--- src/rtl/bus_source_arbiter.sv ---
// Round-robin arbiter for the shared 32-bit datapath bus, with lock-extended bursts.
// Optional BUS_PC_PRIORITY_EN: source 20 (PC) wins every arbitration and never extends.
module bus_source_arbiter #(
    parameter int unsigned NUM_SRC  = 24,
    parameter int unsigned SEL_W    = 5,
    parameter int unsigned MAX_HOLD = 4,
    parameter int unsigned IDLE_SEL = 31
) (
    input  logic               clk,
    input  logic               clr,
    input  logic [NUM_SRC-1:0] req,
    input  logic               lock,
    output logic [NUM_SRC-1:0] grant,
    output logic [SEL_W-1:0]   select_signal,
    output logic               bus_valid,
    output logic [3:0]         hold_cnt
);

    localparam int unsigned IdxW = (NUM_SRC > 1) ? $clog2(NUM_SRC) : 1;
    localparam int unsigned CandW = IdxW + 1;
`ifdef BUS_PC_PRIORITY_EN
    localparam bit          HasPc = (NUM_SRC > 20);
    localparam int unsigned PcBit = HasPc ? 20 : 0;
`endif

    typedef enum logic [1:0] {
        StIdle,
        StGrant,
        StLocked
    } state_e;

    state_e               state_q, state_d;
    logic [NUM_SRC-1:0]   grant_q, grant_d;
    logic [SEL_W-1:0]     sel_q, sel_d;
    logic                 valid_q, valid_d;
    logic [3:0]           hold_q, hold_d;
    logic [IdxW-1:0]      last_q, last_d;

    logic                 found;
    logic [IdxW-1:0]      winner;
    logic [CandW-1:0]     cand;
    logic                 extend;

    // Rotating search starting just after the last grantee; the extra candidate bit
    // holds last_q + i before the wrap back into range.
    always_comb begin
        found  = 1'b0;
        winner = '0;
        cand   = '0;
        for (int unsigned i = 1; i <= NUM_SRC; i++) begin
            cand = {1'b0, last_q} + CandW'(i);
            if (cand >= CandW'(NUM_SRC)) begin
                cand = cand - CandW'(NUM_SRC);
            end
            if (!found && req[cand[IdxW-1:0]]) begin
                found  = 1'b1;
                winner = cand[IdxW-1:0];
            end
        end
`ifdef BUS_PC_PRIORITY_EN
        if (HasPc && req[PcBit]) begin
            found  = 1'b1;
            winner = IdxW'(PcBit);
        end
`endif
    end

    // While a grant is live the grantee is always last_q.
    always_comb begin
        extend = (state_q != StIdle) && req[last_q] && lock && (32'(hold_q) < MAX_HOLD);
`ifdef BUS_PC_PRIORITY_EN
        if (HasPc && (last_q == IdxW'(PcBit))) begin
            extend = 1'b0;
        end
`endif
    end

    always_comb begin
        state_d = state_q;
        grant_d = grant_q;
        sel_d   = sel_q;
        valid_d = valid_q;
        hold_d  = hold_q;
        last_d  = last_q;
        if (extend) begin
            state_d = StLocked;
            hold_d  = hold_q + 4'd1;
        end else if (found) begin
            state_d = StGrant;
            grant_d = {{(NUM_SRC-1){1'b0}}, 1'b1} << winner;
            sel_d   = SEL_W'(winner);
            valid_d = 1'b1;
            hold_d  = 4'd1;
            last_d  = winner;
        end else begin
            state_d = StIdle;
            grant_d = '0;
            sel_d   = SEL_W'(IDLE_SEL);
            valid_d = 1'b0;
            hold_d  = 4'd0;
        end
    end

    always_ff @(posedge clk) begin
        if (clr) begin
            state_q <= StIdle;
            grant_q <= '0;
            sel_q   <= SEL_W'(IDLE_SEL);
            valid_q <= 1'b0;
            hold_q  <= 4'd0;
            last_q  <= IdxW'(NUM_SRC - 1);
        end else begin
            state_q <= state_d;
            grant_q <= grant_d;
            sel_q   <= sel_d;
            valid_q <= valid_d;
            hold_q  <= hold_d;
            last_q  <= last_d;
        end
    end

    assign grant         = grant_q;
    assign select_signal = sel_q;
    assign bus_valid     = valid_q;
    assign hold_cnt      = hold_q;

    a_grant_onehot0 : assert property (@(posedge clk) disable iff (clr) $onehot0(grant_q));
    a_valid_match   : assert property (@(posedge clk) disable iff (clr) valid_q == |grant_q);
    a_hold_bound    : assert property (@(posedge clk) disable iff (clr)
                                       32'(hold_q) <= MAX_HOLD);

endmodule

--- config.mk ---
export PLATFORM = sky130hd
export DESIGN_NAME = bus_source_arbiter
export DESIGN_NICKNAME = d
export VERILOG_FILES = /design/src/rtl/bus_source_arbiter.sv
export SDC_FILE = /design/constraint.sdc
export NUM_CORES = 1
export LEC_CHECK = 0
export ABC_AREA = 1
export BUFFER_PORTS_ARGS = -buffer_cell sky130_fd_sc_hd__buf_4
export CAP_MARGIN = 0
export CORE_ASPECT_RATIO = 2
export CORE_MARGIN = 4
export CORE_UTILIZATION = 50
export DETAILED_ROUTE_END_ITERATION = 6
export PLACE_DENSITY = 0.69
export SYNTH_ARGS = -nofsm -noshare
export SYNTH_HDL_FRONTEND = slang
export SYNTH_SLANG_ARGS = --single-unit
--- constraint.sdc ---
create_clock -name clk -period 7.63 [get_ports clk]
set_input_delay 0.3815 -clock clk [delete_from_list [all_inputs] [get_ports clk]]
set_output_delay 0.3815 -clock clk [all_outputs]
set_load 0.005 [all_outputs]
=== Word level (Yosys, flattened, before mapping) ===
Index checks and enable logic that the tools add are counted.

* Register bits: 41
* Input port bits: 27
* Output and inout bits: 34

* Add/subtract/negate cells: 49
* $lt $le $gt $ge: 50
* Shift operators: 1
* Multiplexer cells: 129
* Bitwise logic cells: 1
* Reduce and logical (&&, ||, !) cells: 52

{| class="wikitable"
|+ Operator list
! operator !! number
|-
| 5-bit two-way mux || 49
|-
| 5-bit by 6-bit < comparator with 1-bit output, second input constant || 25
|-
| 6-bit by 5-bit greater-or-equal comparator with 1-bit output, second input constant || 24
|-
| 1-bit binary-select mux with 5-bit select || 25
|-
| 5-bit subtractor, second input constant || 24
|-
| 5-bit by 5-bit adder with 6-bit output, second input constant || 9
|-
| 1-bit two-way mux || 52
|-
| 5-bit by 4-bit adder with 6-bit output, second input constant || 8
|-
| 1-bit logical AND || 26
|-
| 5-bit by 3-bit adder with 6-bit output, second input constant || 4
|-
| 24-bit two-way mux || 1
|-
| 1-bit by 5-bit << shifter with 24-bit output, first input constant || 1
|-
| 1-bit zero test || 23
|-
| 5-bit by 2-bit adder with 6-bit output, second input constant || 2
|-
| 5-bit by 1-bit adder with 6-bit output, second input constant || 1
|-
| 4-bit by 1-bit adder with 4-bit output, second input constant || 1
|-
| 4-bit by 3-bit < comparator with 1-bit output, second input constant || 1
|-
| 4-bit two-way mux || 1
|-
| 2-bit two-way mux || 1
|-
| 2-bit AND reduction || 1
|-
| 2-bit nonzero test || 1
|-
| 2-bit OR reduction || 1
|-
| 1-bit NOT || 1
|}

=== Depth between registers and ports, before layout ===
* Depth in word-level cells: 77
* Gate-level depth with buffers: 39

=== Worst setup path after synthesis ===
Ideal clock, no wire load.

* Kind: reg-to-reg
* From: register last_q[1]
* To: register grant_q[22] (netlist: grant[22])
* Setup time: 0.059 ns
* Arrival: 4.331 ns
* Path slack: 3.240 ns
* Stages on the path, launching flop included: 32
* Clock period less this slack: 4.390 ns
* Cells stage by stage: dfxtp_1 buf_2 inv_2 buf_2 ha_1 xnor2_1 ha_1 nand3_1 nand2_1 clkinv_1 nand3_1 nand2_1 nand2_1 nand2_1 a21oi_1 nand4_4 nor2_8 nand4_4 nor2_4 nand4_2 nor2_4 nand4_4 nor2_4 nand3_2 nor2_4 nand3_2 or2_0 nand3_2 nand2_1 inv_2 nand3_1 nand2_1

* Word-level cells in the longest chain between the ends: 77
* Elaborated cells on any way between the ends: 245

{| class="wikitable"
|+ Ends and longest elaborated chain
! item !! RTL line !! RTL
|-
| start, declared || 37 || <nowiki>logic [IdxW-1:0] last_q, last_d;</nowiki>
|-
| start signal, assigned || 111 || <nowiki>last_q <= IdxW'(NUM_SRC - 1);</nowiki>
|-
| start signal, assigned || 118 || <nowiki>last_q <= last_d;</nowiki>
|-
| 5-bit by 1-bit adder with 6-bit output || 51 || <nowiki>cand = {1'b0, last_q} + CandW'(i);</nowiki>
|-
| 5-bit subtractor or 6-bit by 5-bit greater-or-equal comparator with 1-bit output (tied branches) || 53, 52 ||
|-
| 5-bit two-way mux || 52 || <nowiki>if (cand >= CandW'(NUM_SRC)) begin</nowiki>
|-
| 1-bit binary-select mux with 5-bit select || 55 || <nowiki>if (!found && req[cand[IdxW-1:0]]) begin</nowiki>
|-
| 1-bit two-way mux (implied by the code) || 55 ||
|-
| 1-bit two-way mux || 55 ||
|-
| 1-bit zero test || 55 ||
|-
| 1-bit logical AND || 55 ||
|-
| [... 61 more ...] || - ||
|-
| 1-bit zero test || 55 ||
|-
| 1-bit logical AND || 55 ||
|-
| 1-bit two-way mux || 55 ||
|-
| 1-bit zero test || 55 ||
|-
| 1-bit logical AND || 55 ||
|-
| 5-bit two-way mux || 55 ||
|-
| 1-bit by 5-bit << shifter with 24-bit output || 90 || <nowiki>grant_d = {{(NUM_SRC-1){1'b0}}, 1'b1} << winner;</nowiki>
|-
| 24-bit two-way mux || 88 || <nowiki>end else if (found) begin</nowiki>
|-
| end signal, assigned || 114 || <nowiki>grant_q <= grant_d;</nowiki>
|-
| end, declared || 33 || <nowiki>logic [NUM_SRC-1:0] grant_q, grant_d;</nowiki>
|}

Parallel ways exist; a longest one is shown, timed or not. The select of a mux whose other input is x is not followed.
A chain may end at the register's enable or synchronous reset.

=== Worst setup path after layout ===
* From: register last_q[2]
* To: register grant_q[15] (netlist: grant[15])

The elaborated chain is that of the path after synthesis.

==> results.py <==
metrics = {
    "run_status": {
        "status": "finished clean",
    },
    "logic_synthesis": {
        "synthArstFlopShare_pct": 0,
        "synth_top_cell_by_area": "nand2_1",
        "yosysTopAreaCellShare_pct": 23.6,
        "yosys.cell_types.count": 49,
        "ys.flop_type": "dfxtp_1",
        "synth_warnings": 0,
        "synth_area_leaders": "nand2_1, nand3_1, dfxtp_1",
        "syn_area_per_cell_um2": 5.43,
        "syn_inst": 1077,
        "yosysSeqAreaShare_pct": 14.0,
        "ys_ff_latch": 41,
        "netlist_area_mm2": 0.00584,
        "synth_nets": 1130,
        "synth_edf_count": 0,
    },
    "timing": {
        "period_share_pct": 72.1,
        "fmax_mhz": 182,
        "setup-tns-final_ns": 0,
        "finalCriticalPeriod_ns": 5.50,
        "maxSlewHeadroom_pct": 49.5,
        "setup_viol": 0,
        "fin_worst_skew_ns": 0.00634,
        "drv_slew": 0,
        "rsz0062_at_grt": "no",
        "finalHoldViolations": 0,
        "worstMarginPinSlew_ns": 0.750,
    },
    "floorplanning": {
        "fp.dieArea_mm2": 0.0136,
        "core_area_mm2": 0.0114,
        "rows": 55,
        "start_util_pct": 51.5,
        "fp.dieH_um": 161,
        "die-width_um": 84.5,
        "ioPinCount": 61,
    },
    "clocking": {
        "cts_tree": "built",
        "clock_sinks": 41,
        "clk_pin_slew_ns": 0.06,
        "postCtsSetupBuffers": 0,
        "cts_resized": 0,
        "cts_made_buffers": 5,
        "h-tree-depth": 2,
        "holdBufCountCts": 0,
        "clkLatencyLatePin_ns": 0.29,
        "cts-root-buf": "clkbuf_16",
        "cts_buffer_depth": 2,
    },
    "global_route": {
        "grt_usage_pct": 34.8,
        "grt_pass1_vias": 7196,
        "antenna_found_initial": 0,
        "grt_pass1_wl_mm": 37.0,
        "grt_max_degree": 35,
        "grt_overflow": 0,
    },
    "critical_path": {
        "setup.worst_path.class": "flip-flop to flip-flop",
        "crit_arrival_ns": 5.68,
        "crit_buf_inv": 6,
        "cp_common_cell": "nand2_1",
        "critPathMaxStageDelay_ns": 0.58,
        "startpoint_type": "flip-flop",
        "cp_top_family": "simple AND/OR/NAND/NOR gates",
        "critPathRequiredTime_ns": 7.81,
        "slowest_stage": "nor2_2",
        "cp-end-kind": "flip-flop",
        "cp_max_fo": 19,
    },
    "placed_design": {
        "gp_congestion": 1.09,
        "dp_hpwl_mm": 19.4,
        "placement.io_buffers": 60,
    },
    "finish": {
        "drive_gt1_share_pct": 12.3,
        "final_util_pct": 57.9,
        "n_antenna_cell": 0,
        "nets": 1178,
        "area_growth_pct": 12.4,
    },
    "routing": {
        "initialDrtViolationCount": 472,
        "ant_nets": 0,
        "drc": 0,
        "vias_per_cell": 5.87,
        "wirelength_mm": 24.0,
        "wire_per_inst_um": 18.9,
        "first_pass_iters": 7,
        "num_vias": 7444,
    },
    "job": {
        "maxCapViolCount": 0,
    },
    "hold_path": {
        "hold_class": "input pin to flip-flop",
    },
}
cells by family after synthesis:
logic type      Yosys count  synth area share, %
simple gates            709                 54.3
compound gates          127                 12.5
xor+xnor                 17                 2.68
buf+inv                 156                 10.9
other cells               1               0.0642
flops                    41                 14.0
fa+ha+maj                26                 5.57
layer usage:
| metal | global-route usage (%) | share of wire, % | routed length (um) | up-vias |
|---|---|---|---|---|
| met5 | 0 | 0 | 0 | - |
| li1 | - | - | - | 3601 |
| met3 | 4.06 | 4.6 | 1110 | 134 |
| met4 | 34.0 | 11 | 2670 | 0 |
| met1 | 31.8 | 33 | 8000 | 3368 |
| met2 | 63.5 | 51 | 12200 | 341 |
worst paths after layout:
path	start	to	slack, ns	depth (start not counted)
setup / recovery	last_q[2]	grant[15]	2.13	36
hold / removal	clr	state_q[0]	0.35	2
setup reg to reg	last_q[2]	grant[15]	2.13	36
hold reg to reg	grant[11]	grant[11]	0.45	2
synthesized netlist by cell type, types with 7 or more instances:
cell type,number
a31oi_1,8
buf_2,19
inv_1,104
inv_2,17
a21oi_1,34
ha_1,26
nand3_1,170
nand2_2,9
nand4_1,20
nor2_1,101
dfxtp_1,41
nor2_2,7
o21ai_0,52
xor2_1,13
nand2_1,367
flip-flops by register name, summed over array words and instances, names as in the netlist:
name	count
state_q	2
hold_cnt	4
bus_valid	1
grant	24
select_signal	5
last_q	5
worst register-to-register path, delay by kind of cell (launching register included):
kind / cells / cell delay [ns]
simple gates: 27 / 3.29
flops: 1 / 0.53
fa+ha+maj: 2 / 0.48
buf+inv: 6 / 0.79
compound gates: 1 / 0.31
through the flow:
stage          hold WS, ns  std cells  worst slack [ns]  instance area (um^2)
3_3_place_gp         0.440       1260              2.33                  6400
6_report             0.348       1268              2.13                  6570
4_1_cts              0.336       1268              2.24                  6570
3_5_place_dp         0.440       1260              2.25                  6400
5_1_grt              0.348       1268              1.65                  6570
2_1_floorplan        0.448       1077              3.24                  5840
area by class of cell:
type	instances	area [um^2]
Inverter	126	475
Fill cell	1234	4790
Multi-Input combinational cell	880	4390
Clock buffer	7	143
Tap cell	142	178
Clock inverter	1	30.0
Sequential cell	41	821
Timing Repair Buffer	71	533
cells in the final DEF, fill, tap and decap left out, drive strengths merged, types with 2 or more instances in the layout:
cell	instances
nand2	377
nand3	175
inv	122
nor2	114
buf	71
o21ai	59
dfxtp	41
a21oi	36
ha	26
nand4	24
xor2	14
a31oi	8
nor3	7
clkbuf	7
o21a	6
or2	6
o211ai	5
clkinv	4
nand3b	4
xnor2	3
o22ai	3
o2111ai	2
o221ai	2
and2	2
Power is not shown: default switching activity piles up to over one toggle a cycle in this logic, so the estimate is an artifact.
